## src/rtl/mod_calc_pkg.sv

```systemverilog
// Shared types and elaboration-time arithmetic helpers for the serial modular reducer.
// The helpers are evaluated as constant functions when the residue tables are built.
package mod_calc_pkg;

    typedef enum logic [1:0] {
        ST_IDLE = 2'd0,
        ST_RUN  = 2'd1,
        ST_DONE = 2'd2
    } state_e;

    // Inputs must already be below m, so one conditional subtract is enough.
    function automatic int unsigned mod_add(input int unsigned a,
                                            input int unsigned b,
                                            input int unsigned m);
        longint unsigned s;
        s = 64'(a) + 64'(b);
        if (s >= 64'(m)) begin
            s = s - 64'(m);
        end
        return 32'(s);
    endfunction

    function automatic int unsigned mod_pow2(input int unsigned e,
                                             input int unsigned m);
        int unsigned r;
        r = 1 % m;
        for (int unsigned i = 0; i < e; i++) begin
            r = mod_add(r, r, m);
        end
        return r;
    endfunction

endpackage

```

## src/rtl/mod_chunk_lut.sv

```systemverilog
// Combinational per-position residue table: (idx, chunk) -> chunk*2^(BASE_SHIFT+CHUNK_W*idx) mod MODULUS.
// Every entry is a constant fixed at elaboration; no multiplier is built.
module mod_chunk_lut
    import mod_calc_pkg::*;
#(
    parameter int MODULUS    = 503,
    parameter int CHUNK_W    = 6,
    parameter int N_CHUNKS   = 8,
    parameter int BASE_SHIFT = 0,
    localparam int RES_W     = $clog2(MODULUS),
    localparam int IDX_W     = $clog2(N_CHUNKS + 1)
) (
    input  logic [IDX_W-1:0]   idx,
    input  logic [CHUNK_W-1:0] chunk,
    output logic [RES_W-1:0]   residue
);

    logic [RES_W-1:0] tbl    [N_CHUNKS][2**CHUNK_W];
    logic [RES_W-1:0] or_acc [N_CHUNKS+1];

    assign or_acc[0] = '0;

    for (genvar gi = 0; gi < N_CHUNKS; gi++) begin : g_pos
        localparam int unsigned WEIGHT = mod_pow2(BASE_SHIFT + CHUNK_W * gi, MODULUS);

        for (genvar gj = 0; gj < 2**CHUNK_W; gj++) begin : g_val
            localparam longint unsigned ENTRY = (64'(gj) * 64'(WEIGHT)) % 64'(MODULUS);
            assign tbl[gi][gj] = RES_W'(ENTRY);
        end

        // One-hot select on idx folded into an OR chain; out-of-range idx yields 0.
        assign or_acc[gi+1] = or_acc[gi] |
                              ((idx == IDX_W'(gi)) ? tbl[gi][chunk] : '0);
    end

    assign residue = or_acc[N_CHUNKS];

endmodule

```

## src/rtl/mod_reduce_serial.sv

```systemverilog
// Time-multiplexed modular reducer: one CHUNK_W slice per cycle through a residue table,
// folded into a modular accumulator, with valid/ready handshakes on both sides.
module mod_reduce_serial
    import mod_calc_pkg::*;
#(
    parameter int MODULUS    = 503,
    parameter int IN_W       = 48,
    parameter int CHUNK_W    = 6,
    parameter int BASE_SHIFT = 0,
    parameter int SKIP_ZERO  = 0,
    localparam int N_CHUNKS  = (IN_W + CHUNK_W - 1) / CHUNK_W,
    localparam int RES_W     = $clog2(MODULUS)
) (
    input  logic             clk,
    input  logic             rst_n,
    input  logic             in_valid,
    output logic             in_ready,
    input  logic [IN_W-1:0]  in_data,
    output logic             out_valid,
    input  logic             out_ready,
    output logic [RES_W-1:0] out_residue,
    output logic             busy
);

    localparam int OP_W  = N_CHUNKS * CHUNK_W;
    localparam int IDX_W = $clog2(N_CHUNKS + 1);
    localparam logic [RES_W:0] MOD_X = (RES_W+1)'(MODULUS);

    if (MODULUS < 2 || MODULUS >= 2**RES_W) begin : g_bad_modulus
        $error("mod_reduce_serial: MODULUS must satisfy 2 <= MODULUS < 2**RES_W");
    end
    if (CHUNK_W < 1) begin : g_bad_chunk
        $error("mod_reduce_serial: CHUNK_W must be at least 1");
    end
    if (IN_W < CHUNK_W) begin : g_bad_width
        $error("mod_reduce_serial: IN_W must be at least CHUNK_W");
    end

    state_e           state_q, state_d;
    logic [OP_W-1:0]  opnd_q, opnd_d;
    logic [IDX_W-1:0] idx_q, idx_d;
    logic [RES_W-1:0] acc_q, acc_d;
    logic             rdy_q, rdy_d;

    logic [RES_W-1:0] lut_res;
    logic [RES_W:0]   sum_raw;
    logic [RES_W-1:0] acc_add;
    logic             last_slice;

    // The operand register shifts right each RUN cycle, so the active slice is always the LSBs.
    mod_chunk_lut #(
        .MODULUS    (MODULUS),
        .CHUNK_W    (CHUNK_W),
        .N_CHUNKS   (N_CHUNKS),
        .BASE_SHIFT (BASE_SHIFT)
    ) u_lut (
        .idx     (idx_q),
        .chunk   (opnd_q[CHUNK_W-1:0]),
        .residue (lut_res)
    );

    always_comb begin
        sum_raw = {1'b0, acc_q} + {1'b0, lut_res};
        acc_add = (sum_raw >= MOD_X) ? RES_W'(sum_raw - MOD_X) : sum_raw[RES_W-1:0];
    end

    assign last_slice = (idx_q == IDX_W'(N_CHUNKS - 1)) ||
                        ((SKIP_ZERO != 0) && ((opnd_q >> CHUNK_W) == '0));

    always_comb begin
        state_d = state_q;
        opnd_d  = opnd_q;
        idx_d   = idx_q;
        acc_d   = acc_q;
        case (state_q)
            ST_IDLE: begin
                if (in_valid && rdy_q) begin
                    opnd_d  = OP_W'(in_data);
                    acc_d   = '0;
                    idx_d   = '0;
                    state_d = ST_RUN;
                end
            end
            ST_RUN: begin
                acc_d  = acc_add;
                idx_d  = idx_q + IDX_W'(1);
                opnd_d = opnd_q >> CHUNK_W;
                if (last_slice) begin
                    state_d = ST_DONE;
                end
            end
            ST_DONE: begin
                if (out_ready) begin
                    state_d = ST_IDLE;
                end
            end
            default: state_d = ST_IDLE;
        endcase
        // Registered ready keeps in_ready low while reset is held and for no longer.
        rdy_d = (state_d == ST_IDLE);
    end

    always_ff @(posedge clk or negedge rst_n) begin
        if (!rst_n) begin
            state_q <= ST_IDLE;
            opnd_q  <= '0;
            idx_q   <= '0;
            acc_q   <= '0;
            rdy_q   <= 1'b0;
        end else begin
            state_q <= state_d;
            opnd_q  <= opnd_d;
            idx_q   <= idx_d;
            acc_q   <= acc_d;
            rdy_q   <= rdy_d;
        end
    end

    assign in_ready    = rdy_q;
    assign out_valid   = (state_q == ST_DONE);
    assign out_residue = acc_q;
    assign busy        = (state_q != ST_IDLE);

endmodule

```

## config.mk

```make
export PLATFORM = sky130hd
export DESIGN_NAME = mod_reduce_serial
export DESIGN_NICKNAME = d
export VERILOG_FILES = /design/src/rtl/mod_calc_pkg.sv /design/src/rtl/mod_chunk_lut.sv /design/src/rtl/mod_reduce_serial.sv
export SDC_FILE = /design/constraint.sdc
export NUM_CORES = 1
export LEC_CHECK = 0
export ABC_CLOCK_PERIOD_IN_PS = 6330
export BUFFER_PORTS_ARGS = -buffer_cell sky130_fd_sc_hd__buf_2
export CAP_MARGIN = 20
export CORE_UTILIZATION = 23
export CTS_CLUSTER_SIZE = 16
export DETAILED_ROUTE_END_ITERATION = 8
export SLEW_MARGIN = 30
export SYNTH_ARGS = -nofsm -noshare
export SYNTH_HDL_FRONTEND = slang
export SYNTH_SLANG_ARGS = --single-unit
```

## constraint.sdc

```tcl
create_clock -name clk -period 6.33 [get_ports clk]
set_clock_uncertainty 0.15 [all_clocks]
set_input_delay 1.266 -clock clk [delete_from_list [all_inputs] [get_ports clk]]
set_output_delay 1.266 -clock clk [all_outputs]
set_load 0.1 [all_outputs]
```

==> impl_metrics.json, run 1 <==
{
  "place_area_um2": 8300,
  "holdBufCountCts": 0,
  "die_h_um": 182,
  "top_level_ports": 64,
  "setup_violations": 0,
  "dp_hpwl_um": 23300,
  "finish.net_count": 1177,
  "cts_root_buf": "clkbuf_16",
  "syn2layout_area_growth_pct": 14.5,
  "grt_max_degree": 106,
  "finalCritPeriodShare": 0.925,
  "final_cell_mix": "179 x nand2_1, 121 x nor2_1, 83 x o21ai_0, 77 x a21oi_1, 63 x buf_2",
  "start_util": 0.236,
  "core_area_um2": 31800,
  "rsz0062_at_grt": "false",
  "path_clk_slew_ns": 0.06,
  "critPathRequiredTime_ns": 6.40,
  "drtIter0Drc": 1176,
  "grt_usage": 0.197,
  "routed_wl_um": 32800,
  "post-cts-setup-buffer-count": 0,
  "numCtsBuffers": 9,
  "route.detailed.drc": 0,
  "num_antenna_cells": 0,
  "dieArea_um2": 33300,
  "crit_arrival_ns": 5.93,
  "postRouteAntennaNets": 0,
  "layout_min_cycle_time_ns": 5.86,
  "hp-class": "reg -> reg",
  "clk_latency_ns": 0.33,
  "crit_path_top_delay_cell": "ha_1",
  "yosys_warnings": 0,
  "max_freq_ghz": 0.171,
  "reg2reg_slack_ns": 0.47,
  "synth_fp_nets": 1169,
  "htree_levels": 3,
  "final_area_um2": 8580,
  "critPathLaunchType": "flop",
  "cpMostUsedCell": "a21oi_1",
  "slew_headroom": 0.370,
  "routedLengthMet1_um": 13700,
  "fillers": 3504,
  "placement_rows": 65,
  "final_common_cell": "nand2_1",
  "worst_slew_pin_slew_ns": 0.945,
  "wl_per_cell_um": 21.4,
  "synth.cell_area_um2": 7490,
  "setup-tns-final_ns": 0,
  "dr_wl_met2_um": 13900,
  "die_x_um": 182,
  "synth_flop_cell": "dfrtp_1",
  "drtPass1Iterations": 6,
  "drv_slew": 0,
  "rr_startpoint": "opnd_q[0]",
  "hold_violations": 0,
  "top_layer": "met4",
  "grt-ovfl-total": 0,
  "cts.path.max_buffers": 2,
  "worstSetupPathType": "reg -> reg",
  "synth_cell_type_count": 72,
  "fin_hold_ws_ns": 0.351,
  "met3_length_um": 3670,
  "synth_edf_count": 0,
  "whs_endpoint": "opnd_q[46]",
  "r2r_end": "out_residue[4]",
  "portBuffers": 63,
  "path_max_fanout": 14,
  "viasPerCell": 5.89,
  "crit_chain": "inv_1, ha_1, nand2b_1, a21oi_1, a311oi_1, a211o_1, a21oi_1, a2111oi_0, nand4_1, ha_1, a21oi_1, mux2_2, nor3_2, o211ai_1, o41a_4, a211o_1, a22o_1",
  "routed-via-count": 9024,
  "seqCellArea_um2": 1610,
  "end_kind": "flop",
  "ctsResizeCount": 0,
  "hp-start": "opnd_q[46]",
  "grt_pass1_vias": 8668,
  "reg2regPathDepth": 17,
  "min_path_cells": 2,
  "antenna_found_initial": 0,
  "cpPeakStageDelay_ns": 0.60,
  "async_flop_share": 1.00,
  "drive_gt1_frac": 0.139,
  "layout.cells.non_filler": 1533,
  "avgSynthCellArea_um2": 6.90,
  "ys_ff_latch": 64,
  "multi_input_area_um2": 5400,
  "tritoncts": "built",
  "syn_inst": 1086,
  "gp_congestion": 1.06,
  "place_inst": 1517,
  "grt_pass1_wl_um": 51200,
  "clkSinkCount": 64,
  "status": "completed",
  "seq_area_frac_synth": 0.214,
  "maxCapViolCount": 0
}
==> worst max path at each step <==
stage	start	end
finish	opnd_q[0]	out_residue[4]
global route	opnd_q[0]	out_residue[4]
CTS	opnd_q[0]	out_residue[4]
detailed placement	opnd_q[0]	out_residue[4]
global placement	opnd_q[1]	out_residue[4]
floorplan	opnd_q[1]	out_residue[4]
==> layout make-up <==
class | instances | share of cell area
Multi-Input combinational cell | 896 | 0.630
Sequential cell | 64 | 0.188
Timing Repair Buffer | 106 | 0.0817
Tap cell | 435 | 0.0635
Clock buffer | 11 | 0.0271
Inverter | 17 | 0.00744
Clock inverter | 4 | 0.00263
==> cells by family (layout without fill, tap and decap cells) <==
logic type	after synthesis	count (layout)	share of synthesized area
AOI/OAI and AO/OA	384	384	0.338
buffers and inverters	126	138	0.0675
adders and majority gates	31	31	0.0528
muxes	22	22	0.0486
xor gates and xnor gates	12	12	0.0140
and+or+nand+nor	447	447	0.266
DFF	64	64	0.214
==> critical path, delay by kind of cell, from the launching register on <==
| family | cells | cell delay, ns |
|---|---|---|
| adder cells (fa/ha/maj) | 2 | 0.99 |
| AND/OR/NAND/NOR | 3 | 0.94 |
| flip-flops | 1 | 0.40 |
| AO/OA/AOI/OAI | 10 | 2.81 |
| buffers and inverters | 1 | 0.08 |
| multiplexers | 1 | 0.38 |
==> layer usage <==
metal	global-route usage	vias to the layer above
li1	-	4015
met1	0.267	4248
met2	0.298	632
met3	0.0409	129
met4	0.0877	0
met5	0	-
==> cells in the mapped netlist, types with 20 or more instances <==
cell,n,area share
a211oi_1,23,0.023
a21oi_1,77,0.051
a31oi_1,59,0.049
buf_2,20,0.013
clkbuf_1,71,0.036
dfrtp_1,64,0.21
ha_1,30,0.050
nand2_1,179,0.090
nand2b_1,22,0.018
nand3_1,34,0.023
nor2_1,121,0.061
nor3_1,32,0.021
o21ai_0,83,0.055
==> registers in the layout, indices dropped and copies added (netlist names) <==
name,cells
opnd_q,48
idx_q,4
in_ready,1
state_q,2
out_residue,9
==> per-stage QoR <==
| step | setup slack (ns) | util |
|---|---|---|
| global placement | 0.733 | 0.261 |
| finish | 0.472 | 0.270 |
| floorplan | 1.09 | - |
| CTS | 0.603 | 0.269 |
| detailed placement | 0.640 | 0.261 |
| global route | 0.183 | 0.270 |
Power of run 1 is not shown: default switching activity piles up to over one toggle a cycle in this logic, so the estimate is an artifact.
==> run 2, diff against run 1 <==
--- a/config.mk
+++ b/config.mk
@@ -8,6 +8,7 @@
 export ABC_CLOCK_PERIOD_IN_PS = 6330
 export BUFFER_PORTS_ARGS = -buffer_cell sky130_fd_sc_hd__buf_2
 export CAP_MARGIN = 20
+export CORE_MARGIN = 3
 export CORE_UTILIZATION = 23
 export CTS_CLUSTER_SIZE = 16
 export DETAILED_ROUTE_END_ITERATION = 8
==> impl_metrics.json, run 2 (same netlist as run 1, synthesis figures left out) <==
{
  "critPathRequiredTime_ns": 6.39,
  "max_freq_ghz": 0.168,
  "drtIter0Drc": 1110,
  "dieArea_um2": 34800,
  "start_util": 0.236,
  "grt_max_degree": 119,
  "ctsResizeCount": 0,
  "final_common_cell": "nand2_1",
  "worstSetupPathType": "reg -> reg",
  "fin_hold_ws_ns": 0.355,
  "finalCritPeriodShare": 0.939,
  "antenna_found_initial": 1,
  "die_h_um": 186,
  "tritoncts": "built",
  "layout.cells.non_filler": 1531,
  "die_x_um": 186,
  "portBuffers": 63,
  "grt_pass1_vias": 8415,
  "cts.path.max_buffers": 2,
  "fillers": 3552,
  "top_level_ports": 64,
  "place_inst": 1514,
  "grt_usage": 0.185,
  "cpMostUsedCell": "ha_1",
  "crit_buf_inv": 1,
  "core_area_um2": 31800,
  "final_cell_mix": "179 x nand2_1, 120 x nor2_1, 83 x o21ai_0, 77 x a21oi_1, 63 x buf_2",
  "num_antenna_cells": 0,
  "drive_gt1_frac": 0.141,
  "drtPass1Iterations": 6,
  "postRouteAntennaNets": 0,
  "critical_path.top_delay_family": "compound AO/OA/AOI/OAI gates",
  "status": "completed",
  "setup-tns-final_ns": 0,
  "grt-ovfl-total": 0,
  "routed-via-count": 8944,
  "crit_path_top_delay_cell": "a2111oi_0",
  "final_util": 0.271,
  "hold_violations": 0,
  "syn2layout_area_growth_pct": 15.0,
  "hp-class": "reg -> reg",
  "maxCapViolCount": 0,
  "crit_arrival_ns": 6.01,
  "htree_levels": 3,
  "routed_wl_um": 33400,
  "placement_rows": 65,
  "cpPeakStageDelay_ns": 0.89,
  "cts_root_buf": "clkbuf_16",
  "critPathLaunchType": "flop",
  "rsz0062_at_grt": "false",
  "gp_congestion": 1.03,
  "post-cts-setup-buffer-count": 0,
  "path_clk_slew_ns": 0.06,
  "path_max_fanout": 10,
  "crit_chain": "inv_1, ha_1, a21oi_1, nand2_1, a31oi_1, a211oi_1, a2111oi_0, o2111ai_1, ha_1, and2b_1, a221oi_1, xnor2_1, o211ai_1, o41a_4, o211a_1, a221o_1",
  "dp_hpwl_um": 24000,
  "largest_register_ffs": 48,
  "finish.net_count": 1174,
  "layout_min_cycle_time_ns": 5.94,
  "numCtsBuffers": 9,
  "worst_slew_pin_slew_ns": 0.986,
  "viasPerCell": 5.84,
  "slew_headroom": 0.325,
  "drv_slew": 0,
  "end_kind": "flop",
  "wl_per_cell_um": 21.8,
  "clk_latency_ns": 0.33,
  "clkSinkCount": 64,
  "grt_pass1_wl_um": 51500,
  "setup_violations": 0,
  "route.detailed.drc": 0,
  "top_register": "opnd_q",
  "holdBufCountCts": 0
}
## run 2: area by class of cell
type                    count  area (um2)  area share
multi-input cells         896        5410       0.629
repair buffers            103         666      0.0773
clock buffers              10         229      0.0266
clock inverters             6        83.8     0.00974
well taps                 435         544      0.0632
flip-flops and latches     64        1610       0.187
inverters                  17        63.8     0.00741
## run 2: tightest hold or removal path: cells and delay by family, from the launching register on
| kind | cells | cell delay [ns] |
|---|---|---|
| flops | 1 | 0.34 |
| simple gates | 2 | 0.14 |
## run 2: worst paths after layout
path,slack [ns],startpoint,endpoint,cells after the start
max in group asynchronous,4.41,rst_n,opnd_q[3],2
worst max register to register,0.39,opnd_q[1],out_residue[5],16
worst min-delay path,0.35,opnd_q[46],opnd_q[46],2
min in group asynchronous,0.96,rst_n,opnd_q[39],2
worst max-delay path,0.39,opnd_q[1],out_residue[5],16
worst min register to register,0.35,opnd_q[46],opnd_q[46],2
## run 2: metal layers
| metal | GRT usage | wire [um] |
|---|---|---|
| met3 | 0.0364 | 3910 |
| met1 | 0.257 | 13500 |
| met2 | 0.270 | 14000 |
| met4 | 0.0962 | 1980 |
| met5 | 0 | 16 |
## run 2: metrics by stage
stage | instance area (um2) | setup WS [ns]
after CTS | 8580 | 0.484
after global placement | 8260 | 0.554
after detailed placement | 8270 | 0.480
after global routing | 8610 | 0.120
final | 8610 | 0.387
after floorplan | 7490 | 1.09
Power of run 2 is left out for the same reason.
